--- src/rtl/simon_sequencer.sv ---
// Simon game engine: LFSR-generated colour sequence, timed LED replay and
// step-by-step checking of player presses. One colour is added per round;
// the game ends in WIN after MAX_LEN rounds or in LOSE on a wrong colour or
// an input timeout. All timing is measured in 'tick' pulses.
module simon_sequencer #(
   parameter int COLOR_W       = 2,
   parameter int MAX_LEN       = 16,
   parameter int LEN_W         = 5,
   parameter int SHOW_TICKS    = 2,
   parameter int GAP_TICKS     = 1,
   parameter int TIMEOUT_TICKS = 0
) (
   input  logic               clk,
   input  logic               reset,
   input  logic               tick,
   input  logic               start,
   input  logic [15:0]        seed,
   input  logic               btn_valid,
   input  logic [COLOR_W-1:0] btn_color,
   output logic               led_on,
   output logic [COLOR_W-1:0] led_color,
   output logic [LEN_W-1:0]   round,
   output logic [LEN_W-1:0]   step,
   output logic               showing,
   output logic               awaiting,
   output logic               win,
   output logic               lose,
   output logic               lose_cause
);

   // Tick counter must hold the longest of the three programmable intervals.
   localparam int TMAX_A = (SHOW_TICKS > GAP_TICKS) ? SHOW_TICKS : GAP_TICKS;
   localparam int TMAX   = (TMAX_A > TIMEOUT_TICKS) ? TMAX_A : TIMEOUT_TICKS;
   localparam int CNT_W  = $clog2(TMAX + 1);
   localparam int IDX_W  = (MAX_LEN > 1) ? $clog2(MAX_LEN) : 1;

   localparam logic [CNT_W-1:0] SHOW_LAST = CNT_W'(SHOW_TICKS - 1);
   localparam logic [CNT_W-1:0] GAP_LAST  = CNT_W'(GAP_TICKS - 1);
   localparam logic [CNT_W-1:0] TO_LAST   = CNT_W'((TIMEOUT_TICKS > 0) ? TIMEOUT_TICKS - 1 : 0);
   localparam logic [LEN_W-1:0] ROUND_MAX = LEN_W'(MAX_LEN);
   localparam logic [15:0]      ZERO_SEED = 16'hACE1;

   typedef enum logic [2:0] {
      S_IDLE, S_APPEND, S_SHOW_ON, S_SHOW_OFF, S_INPUT, S_WIN, S_LOSE
   } state_t;

   state_t               state_q, state_d;
   logic [LEN_W-1:0]     round_q, round_d;
   logic [LEN_W-1:0]     step_q, step_d;
   logic [CNT_W-1:0]     cnt_q, cnt_d;
   logic [15:0]          lfsr_q, lfsr_d;
   logic                 lose_cause_q, lose_cause_d;
   logic                 led_on_q, led_on_d;
   logic [COLOR_W-1:0]   led_color_q, led_color_d;
   logic                 showing_q, showing_d;
   logic                 awaiting_q, awaiting_d;
   logic                 win_q, win_d;
   logic                 lose_q, lose_d;

   // Sequence memory is intentionally left out of reset.
   logic [COLOR_W-1:0]   mem_q [MAX_LEN];
   logic                 mem_we;
   logic [15:0]          lfsr_adv;
   logic [COLOR_W-1:0]   new_color;
   logic [COLOR_W-1:0]   exp_color;
   logic [COLOR_W-1:0]   show_color;
   logic                 last_step;

   // Fibonacci LFSR, polynomial x^16+x^14+x^13+x^11+1, shifting right.
   function automatic logic [15:0] lfsr_next(input logic [15:0] v);
      logic fb;
      fb = v[0] ^ v[2] ^ v[3] ^ v[5];
      return {fb, v[15:1]};
   endfunction

   assign lfsr_adv  = lfsr_next(lfsr_q);
   assign new_color = lfsr_adv[COLOR_W-1:0];
   assign exp_color = mem_q[step_q[IDX_W-1:0]];
   assign last_step = (step_q == (round_q - LEN_W'(1)));

   // Colour to display on entering SHOW_ON; bypasses the memory when the
   // element being shown is the one written on this same edge.
   assign show_color = (mem_we && (step_d == round_q)) ? new_color
                                                       : mem_q[step_d[IDX_W-1:0]];

   // State register and datapath registers.
   always_ff @(posedge clk or posedge reset) begin
      if (reset) begin
         state_q      <= S_IDLE;
         round_q      <= '0;
         step_q       <= '0;
         cnt_q        <= '0;
         lfsr_q       <= '0;
         lose_cause_q <= 1'b0;
      end else begin
         state_q      <= state_d;
         round_q      <= round_d;
         step_q       <= step_d;
         cnt_q        <= cnt_d;
         lfsr_q       <= lfsr_d;
         lose_cause_q <= lose_cause_d;
      end
   end

   // Sequence memory write, one colour per APPEND.
   always_ff @(posedge clk) begin
      if (mem_we) begin
         mem_q[round_q[IDX_W-1:0]] <= new_color;
      end
   end

   // Next-state logic, including round/step/tick-counter/LFSR updates.
   always_comb begin
      state_d      = state_q;
      round_d      = round_q;
      step_d       = step_q;
      cnt_d        = cnt_q;
      lfsr_d       = lfsr_q;
      lose_cause_d = lose_cause_q;
      mem_we       = 1'b0;
      case (state_q)
         S_IDLE, S_WIN, S_LOSE: begin
            if (start) begin
               lfsr_d       = (seed == 16'h0000) ? ZERO_SEED : seed;
               round_d      = '0;
               step_d       = '0;
               cnt_d        = '0;
               lose_cause_d = 1'b0;
               state_d      = S_APPEND;
            end
         end
         S_APPEND: begin
            lfsr_d  = lfsr_adv;
            mem_we  = 1'b1;
            round_d = round_q + LEN_W'(1);
            step_d  = '0;
            cnt_d   = '0;
            state_d = S_SHOW_ON;
         end
         S_SHOW_ON: begin
            if (tick) begin
               if (cnt_q == SHOW_LAST) begin
                  cnt_d   = '0;
                  state_d = S_SHOW_OFF;
               end else begin
                  cnt_d = cnt_q + CNT_W'(1);
               end
            end
         end
         S_SHOW_OFF: begin
            if (tick) begin
               if (cnt_q == GAP_LAST) begin
                  cnt_d = '0;
                  if (last_step) begin
                     step_d  = '0;
                     state_d = S_INPUT;
                  end else begin
                     step_d  = step_q + LEN_W'(1);
                     state_d = S_SHOW_ON;
                  end
               end else begin
                  cnt_d = cnt_q + CNT_W'(1);
               end
            end
         end
         S_INPUT: begin
            // A press always wins over a timeout expiring in the same cycle.
            if (btn_valid) begin
               cnt_d = '0;
               if (btn_color != exp_color) begin
                  lose_cause_d = 1'b0;
                  state_d      = S_LOSE;
               end else if (!last_step) begin
                  step_d = step_q + LEN_W'(1);
               end else if (round_q == ROUND_MAX) begin
                  state_d = S_WIN;
               end else begin
                  state_d = S_APPEND;
               end
            end else if ((TIMEOUT_TICKS > 0) && tick) begin
               if (cnt_q == TO_LAST) begin
                  cnt_d        = '0;
                  lose_cause_d = 1'b1;
                  state_d      = S_LOSE;
               end else begin
                  cnt_d = cnt_q + CNT_W'(1);
               end
            end
         end
         default: begin
            state_d = S_IDLE;
         end
      endcase
   end

   // Output decode from the next state so that outputs change with the transition.
   always_comb begin
      led_on_d    = (state_d == S_SHOW_ON);
      led_color_d = (state_d == S_SHOW_ON) ? show_color : '0;
      showing_d   = (state_d == S_SHOW_ON) || (state_d == S_SHOW_OFF);
      awaiting_d  = (state_d == S_INPUT);
      win_d       = (state_d == S_WIN);
      lose_d      = (state_d == S_LOSE);
   end

   // Registered status outputs.
   always_ff @(posedge clk or posedge reset) begin
      if (reset) begin
         led_on_q    <= 1'b0;
         led_color_q <= '0;
         showing_q   <= 1'b0;
         awaiting_q  <= 1'b0;
         win_q       <= 1'b0;
         lose_q      <= 1'b0;
      end else begin
         led_on_q    <= led_on_d;
         led_color_q <= led_color_d;
         showing_q   <= showing_d;
         awaiting_q  <= awaiting_d;
         win_q       <= win_d;
         lose_q      <= lose_d;
      end
   end

   assign led_on     = led_on_q;
   assign led_color  = led_color_q;
   assign round      = round_q;
   assign step       = step_q;
   assign showing    = showing_q;
   assign awaiting   = awaiting_q;
   assign win        = win_q;
   assign lose       = lose_q;
   assign lose_cause = lose_cause_q;

endmodule

--- config.mk ---
export PLATFORM = sky130hd
export DESIGN_NAME = simon_sequencer
export DESIGN_NICKNAME = d
export VERILOG_FILES = /design/src/rtl/simon_sequencer.sv
export SDC_FILE = /design/constraint.sdc
export NUM_CORES = 1
export LEC_CHECK = 0
export ABC_AREA = 1
export CORE_UTILIZATION = 52
export CTS_BUF_LIST = sky130_fd_sc_hd__clkbuf_4 sky130_fd_sc_hd__clkbuf_8
export DETAILED_ROUTE_END_ITERATION = 10
export DONT_BUFFER_PORTS = 1
export PLACE_DENSITY = 0.7
export SLEW_MARGIN = 5
export SYNTH_ARGS = -nofsm -noshare
export SYNTH_HDL_FRONTEND = slang
export SYNTH_SLANG_ARGS = --single-unit
--- constraint.sdc ---
create_clock -name clk -period 4.2 [get_ports clk]
set_clock_uncertainty 0.1 [all_clocks]
set_input_delay 0.84 -clock clk [delete_from_list [all_inputs] [get_ports clk]]
set_output_delay 0.84 -clock clk [all_outputs]
set_load 0.02 [all_outputs]
==> Word-level counts from Yosys, hierarchy flattened <==
Memories as Yosys holds them, arrays and structs flattened.
Cells that the tools add are included.
{ "op_classes": {"add_sub_neg": 4, "multipliers": 0, "div": 0, "magnitude_cmp": 0, "eq_ne": 21, "shift": 0, "muxes": 40, "bitwise": 3, "n_reduce_logical": 12} }
{ "op_table": {"columns": ["op", "n"], "rows": [
  ["$mux W5", 8],
  ["$mux W16", 2],
  ["$pmux W16 S2", 1],
  ["$mux W3", 10],
  ["$pmux W5 S4", 1],
  ["$eq A3 B3 Y1 const B", 6],
  ["$logic_not A16 Y1", 1],
  ["$mux W2", 8],
  ["$pmux W3 S5", 1],
  ["$eq A3 B2 Y1 const B", 4],
  ["$add A5 B1 Y5 const B", 2],
  ["$eq A5 B5 Y1", 2],
  ["$ne A2 B2 Y1 const B", 5],
  ["$pmux W2 S5", 1],
  ["$pmux W5 S2", 1],
  ["$mux W1", 6],
  ["$eq A5 B5 Y1 const B", 1],
  ["$reduce_and A5 Y1", 1],
  ["$reduce_bool A5 Y1", 1],
  ["$sub A5 B1 Y5 const B", 1],
  ["$reduce_and A4 Y1", 1],
  ["$reduce_bool A2 Y1", 2],
  ["$eq A3 B1 Y1 const B", 1],
  ["$logic_not A3 Y1", 1],
  ["10 further kinds", 12]
]} }
{ "word_totals": {"reg_bits": 39, "latchBits": 0, "mem_bits_rw": 32, "mem_bits_ro": 0, "word_cells": 93, "n_memories": 1} }
{ "mem_list": {"columns": ["name", "words", "word_bits", "rd", "rd_clocked_by_memory_dff", "wr", "line", "rtl"], "rows": [
  ["mem_q", 16, 2, 2, 0, 1, "61", "logic [COLOR_W-1:0] mem_q [MAX_LEN];"]
]} }

==> Longest topological paths before layout <==
{ "logic_depth": {"word_depth": 10, "ltp_mapped": 25} }

==> Worst setup path after synthesis <==
Ideal clock, no wire load.
{ "synth_timing": {"kind": "flip-flop to flip-flop", "from": "register round_q[0], in the netlist round[0]", "to": "register led_color_q[0], in the netlist led_color[0]", "setup_time_ns": 0.113, "arrival_ns": 3.028, "t_required_ns": 3.987, "slack_ns": 0.959, "path_stages_with_launch": 18, "n_path_buf": 1, "synth_period_minus_slack_ns": 3.241, "cell_sequence": "dfrtp_1 > inv_1 > ha_1 > or2_1 > nand3_1 > nand2_1 > nor2_2 > nand2_4 > ha_1 > a22oi_1 > clkbuf_1 > nand4_1 > nand3_1 > nand3_1 > nand3_1 > nand3_1 > nand2_1 > inv_1"} }
{ "synth_via": {"elab_chain_cells": 10, "word_cells_on_any_way": 24, "classes_between": "add/sub: 1; eq/ne: 4; mux: 17; reduce/logical: 1; memory: 1"} }
{ "synth_rtl": {"columns": ["item", "line", "rtl"], "rows": [
  ["start: declaration", "48", "logic [LEN_W-1:0] round_q, round_d;"],
  ["start signal: assignment", "97", "round_q <= round_d;"],
  ["branches (longest 9 deep; another with $sub A5 B1 Y5)", null, null],
  ["$mux W2 (*)", "199", "led_color_d = (state_d == S_SHOW_ON) ? show_color : '0;"],
  ["net led_color_d[0]", "54", "logic [COLOR_W-1:0] led_color_q, led_color_d;"],
  ["end signal: assignment", "217", "led_color_q <= led_color_d;"],
  ["end: declaration", "54", null]
]} }
Mark *: on every way through the listed nets, which the timed path passes.
A chain may end at the register's enable or synchronous reset.

==> Worst setup path in the final report <==
{ "layout_timing": {"from": "register round_q[0], in the netlist round[0]", "to": "register led_color_q[1], in the netlist led_color[1]"} }
The elaborated chain is that of the path after synthesis.

==> impl.org <==
** Global routing
- Largest net degree at the start of global routing :: 28
- Global route total overflow :: 0
- The initial antenna violation count was 0.
- The number of global-route vias before repair came to 3532.
- Global-route wire length before repair :: 17900 microns
- Overall Global Routing Usage :: 0.271

** Pwr
- Power per cell area :: 611 nW/um^2
- Power Total :: 2.85 mW
- Lkg Pwr :: 2.20 nW
- Peak ir drop on the vdd network :: 0.000380 V

** Route
- Vias after detailed routing :: 3913
- First-iteration detailed-routing DRC count :: 450
- For this block, the routed nets add up to 11300 microns of wire.
- Remaining number of nets flagged by the antenna check after routing :: 0
- In the routed design, unresolved DRC markers number 0.
- Iteration count of the initial detailed-routing pass :: 5
- Avg Vias per Cell :: 5.66
- Routed length per placed instance :: 16.3 microns

** Cells and area
- Area of the multi-input gates :: 2020 sq um
- Highest-count cells in the layout ignoring fill and taps :: 175 x nand2_1, 87 x nand3_1, 75 x inv_1
- Post-synthesis to final-layout area growth :: 7.16%
- # diodes :: 0
- Register area :: 1910 sq um
- Final core utilization :: 0.570
- Post-layout nets :: 613
- Of the cells placed in the final design, the portion with a size suffix greater than 1 is 0.0768.
- Leaving out fill and tap cells, the most frequent cell in the layout is nand2_1.
- Once layout is complete, the cells apart from fillers number 691.
- Counting the fill cells in the layout gives 751.

** Timing
- Worst slew pin tran :: 1.03 ns
- Final Hold Vio Count :: 0
- Setup total negative slack on the finished layout was measured at 0 ns.
- Across all setup checks in the final design, the least slack found is 0.604 ns.
- Setup repair after global routing left no endpoint under its margin.
- Derived from the worst setup path, the maximum achievable clock frequency is 278 MHz.
- Post-route minimum period :: 3.60 ns
- Of the available clock period, the critical path in the final layout requires 0.856.
- Measured against its own limit, the worst slew margin works out to 0.313.
- The final count of pins violating max slew was 0.
- Final setup violation count :: 0

** Synth
- Yosys printed 0 warnings.
- Fraction of registers with async set or reset after synthesis :: 0.543
- Mean Syn Cell Area :: 7.49 sq um
- Largest area contributor in the synthesized netlist :: edfxtp_1
- After synthesis, the netlist uses 39 different library cells.
- Share of Yosys cell area claimed by the top area cell type :: 0.221
- Synthesis produced a netlist whose cell count is 581.
- The most used flip-flop cell after synthesis is dfrtp_1.
- Number of synthesized register bits :: 70
- In this run, synthesis inferred 32 flip-flops with an integrated enable.
- The number of nets handed over by synthesis was 613.
- Summed instance area of the synthesized netlist :: 4350 sq um
- Of the synthesized area, sequential elements account for 0.439.
- Synth top area cells :: edfxtp_1 22%, dfrtp_1 22%, nand2_1 15%

** Clock tree
- The tree is rooted in a clkbuf_8.
- Once the clock tree was built, the setup fixing pass inserted 0 buffers.
- TritonCTS built the clock tree.
- Counting the buffers created by CTS gives 9.
- After clock tree synthesis, the clock-pin slew on the worst setup and hold paths is 0.08 ns.
- Clock latency on the worst-skew pair, taken at its later pin, is 0.35 ns.
- The number of hold buffers added after CTS was 0.
- Total number of clock tree sinks :: 70
- Clk buf depth :: 2
- H-tree depth reported by CTS :: 3
- Post-CTS repair changed the size of 0 cells.

** Run
- Number of max-capacitance violations reported :: 0

** Setup path
- The cell family contributing the most delay on the critical path is simple AND/OR/NAND/NOR gates.
- The critical path is of the flip-flop to flip-flop type.
- Data on the critical path is required at its endpoint by 4.38 ns.
- Along the worst path, the maximum fanout reaches 19.
- Startpoint type of the worst setup path :: flip-flop
- Counting both buffers and inverters, the worst setup path holds a total of 1.
- Crit-path most repeated cell :: nand3_1
- Crit end category :: flip-flop
- Stage delay of the slowest cell on the critical path :: 0.60 ns
- The slowest stage of the critical path is the dfrtp_1 cell.
- Crit path arrival time :: 3.77 ns
- Traced cell by cell, the critical path runs through inv_1 > ha_1 > or2_1 > nand3_1 > nand2_1 > nor2_2 > nand2_4 > ha_1 > nand4_1 > nand3_2 > nand3_4 > nand2_1 > nand3_1 > nand3_1 > nand3_1 > nand2_1 > a21oi_1.

** Floorplan
- Placeable Area :: 8180 sq um
- I/O pins :: 41
- Y dimension of the die :: 93.5 microns
- For this configuration, the core starts out at a cell density of 0.532.
- Number of rows in the core area :: 33
- The die covers 8740 sq um.
- Die width :: 93.5 microns

** Placed design
- In this run the tool buffered the top-level ports with 0 buffer cells.
- At the end of routability-driven placement, the weighted congestion stood at 1.01.
- Once placement completed, the tool counted placed cells totaling 675.
- Worst setup slack before clock tree synthesis :: 0.657 ns
- The wire-length estimate of the detail-placed layout is 8150 microns.

** Status
- Result of the run :: finished clean

** Min path
- Worst min-delay path class :: flip-flop to flip-flop
==> sequential cells by signal, indices dropped and copies added (netlist names) <==
name	cells
mem_q	32
lfsr_q	16
round	5
step	5
state_q	3
cnt_q	2
led_color	2
awaiting	1
led_on	1
lose	1
showing	1
win	1
==> per-layer routing <==
| metal | GRT usage | vias up | routed length (microns) |
|---|---|---|---|
| met5 | 0 | - | 0 |
| met4 | 0.119 | 0 | 239 |
| met3 | 0.0480 | 20 | 1030 |
| met2 | 0.379 | 202 | 4760 |
| met1 | 0.406 | 1785 | 5230 |
| li1 | - | 1906 | - |
==> layout make-up <==
| type | instances | area share |
|---|---|---|
| Clock buffer | 11 | 0.0311 |
| Clock inverter | 5 | 0.0174 |
| Inverter | 81 | 0.0652 |
| Multi-Input combinational cell | 410 | 0.434 |
| Sequential cell | 70 | 0.410 |
| Tap cell | 105 | 0.0282 |
| Timing Repair Buffer | 9 | 0.0145 |
==> synth_stat cells, types with 2 or more instances <==
library cell	number
or4_1	4
xnor2_1	3
o21ai_0	20
buf_2	10
o211ai_1	2
ha_1	9
nor2_2	2
nor3_1	5
buf_6	3
dfrtp_1	38
inv_2	6
nand2_1	175
nand3b_1	2
a221oi_1	2
nand4_1	22
a21oi_1	5
nand2_2	4
nand3_1	87
edfxtp_1	32
nand3_2	5
xor2_1	5
nor2_1	40
a22oi_1	2
o22ai_1	4
inv_1	75
clkbuf_1	6
==> path summary, 6_finish.rpt <==
check / startpoint / to / slack (ns) / cells past startpoint
min in group asynchronous: reset / lfsr_q[6]$_DFFE_PP0P_ / 0.52 / 1
worst min register to register: lfsr_q[4]$_DFFE_PP0P_ / lfsr_q[3]$_DFFE_PP0P_ / 0.40 / 2
worst max-delay path: round[0]$_DFFE_PP0P_ / led_color[1]$_DFF_PP0_ / 0.60 / 17
worst min-delay path: lfsr_q[4]$_DFFE_PP0P_ / lfsr_q[3]$_DFFE_PP0P_ / 0.40 / 2
worst max register to register: round[0]$_DFFE_PP0P_ / led_color[1]$_DFF_PP0_ / 0.60 / 17
max in group asynchronous: reset / round[3]$_DFFE_PP0P_ / 2.71 / 2
==> where the power goes <==
group / leakage (nW) / internal [mW] / switching (mW)
combinational: 1.31 / 0.365 / 0.745
sequential: 0.777 / 0.894 / 0.220
clock: 0.113 / 0.358 / 0.265
==> kinds of logic after synthesis <==
kind of cell / synth area share
other: 0.000862
adders and majority gates: 0.0259
AOI/OAI and AO/OA: 0.0564
and+or+nand+nor: 0.365
xor gates and xnor gates: 0.0161
DFF: 0.439
buffers and inverters: 0.0960
==> worst reg2reg max path, delay by kind of cell, from the launching register on <==
kind                       cells  cell delay, ns
buffers and inverters          1            0.21
DFF                            1            0.60
adders and majority gates      2            0.60
AOI/OAI and AO/OA              1            0.14
and+or+nand+nor               13            1.89
==> through the flow <==
stage | hold slack [ns] | area, sq um
6_report | 0.400 | 4660
5_1_grt | 0.431 | 4660
4_1_cts | 0.399 | 4660
3_5_place_dp | 0.378 | 4440
3_3_place_gp | 0.365 | 4440
2_1_floorplan | 0.352 | 4350
(Power assumes the default switching activity.)
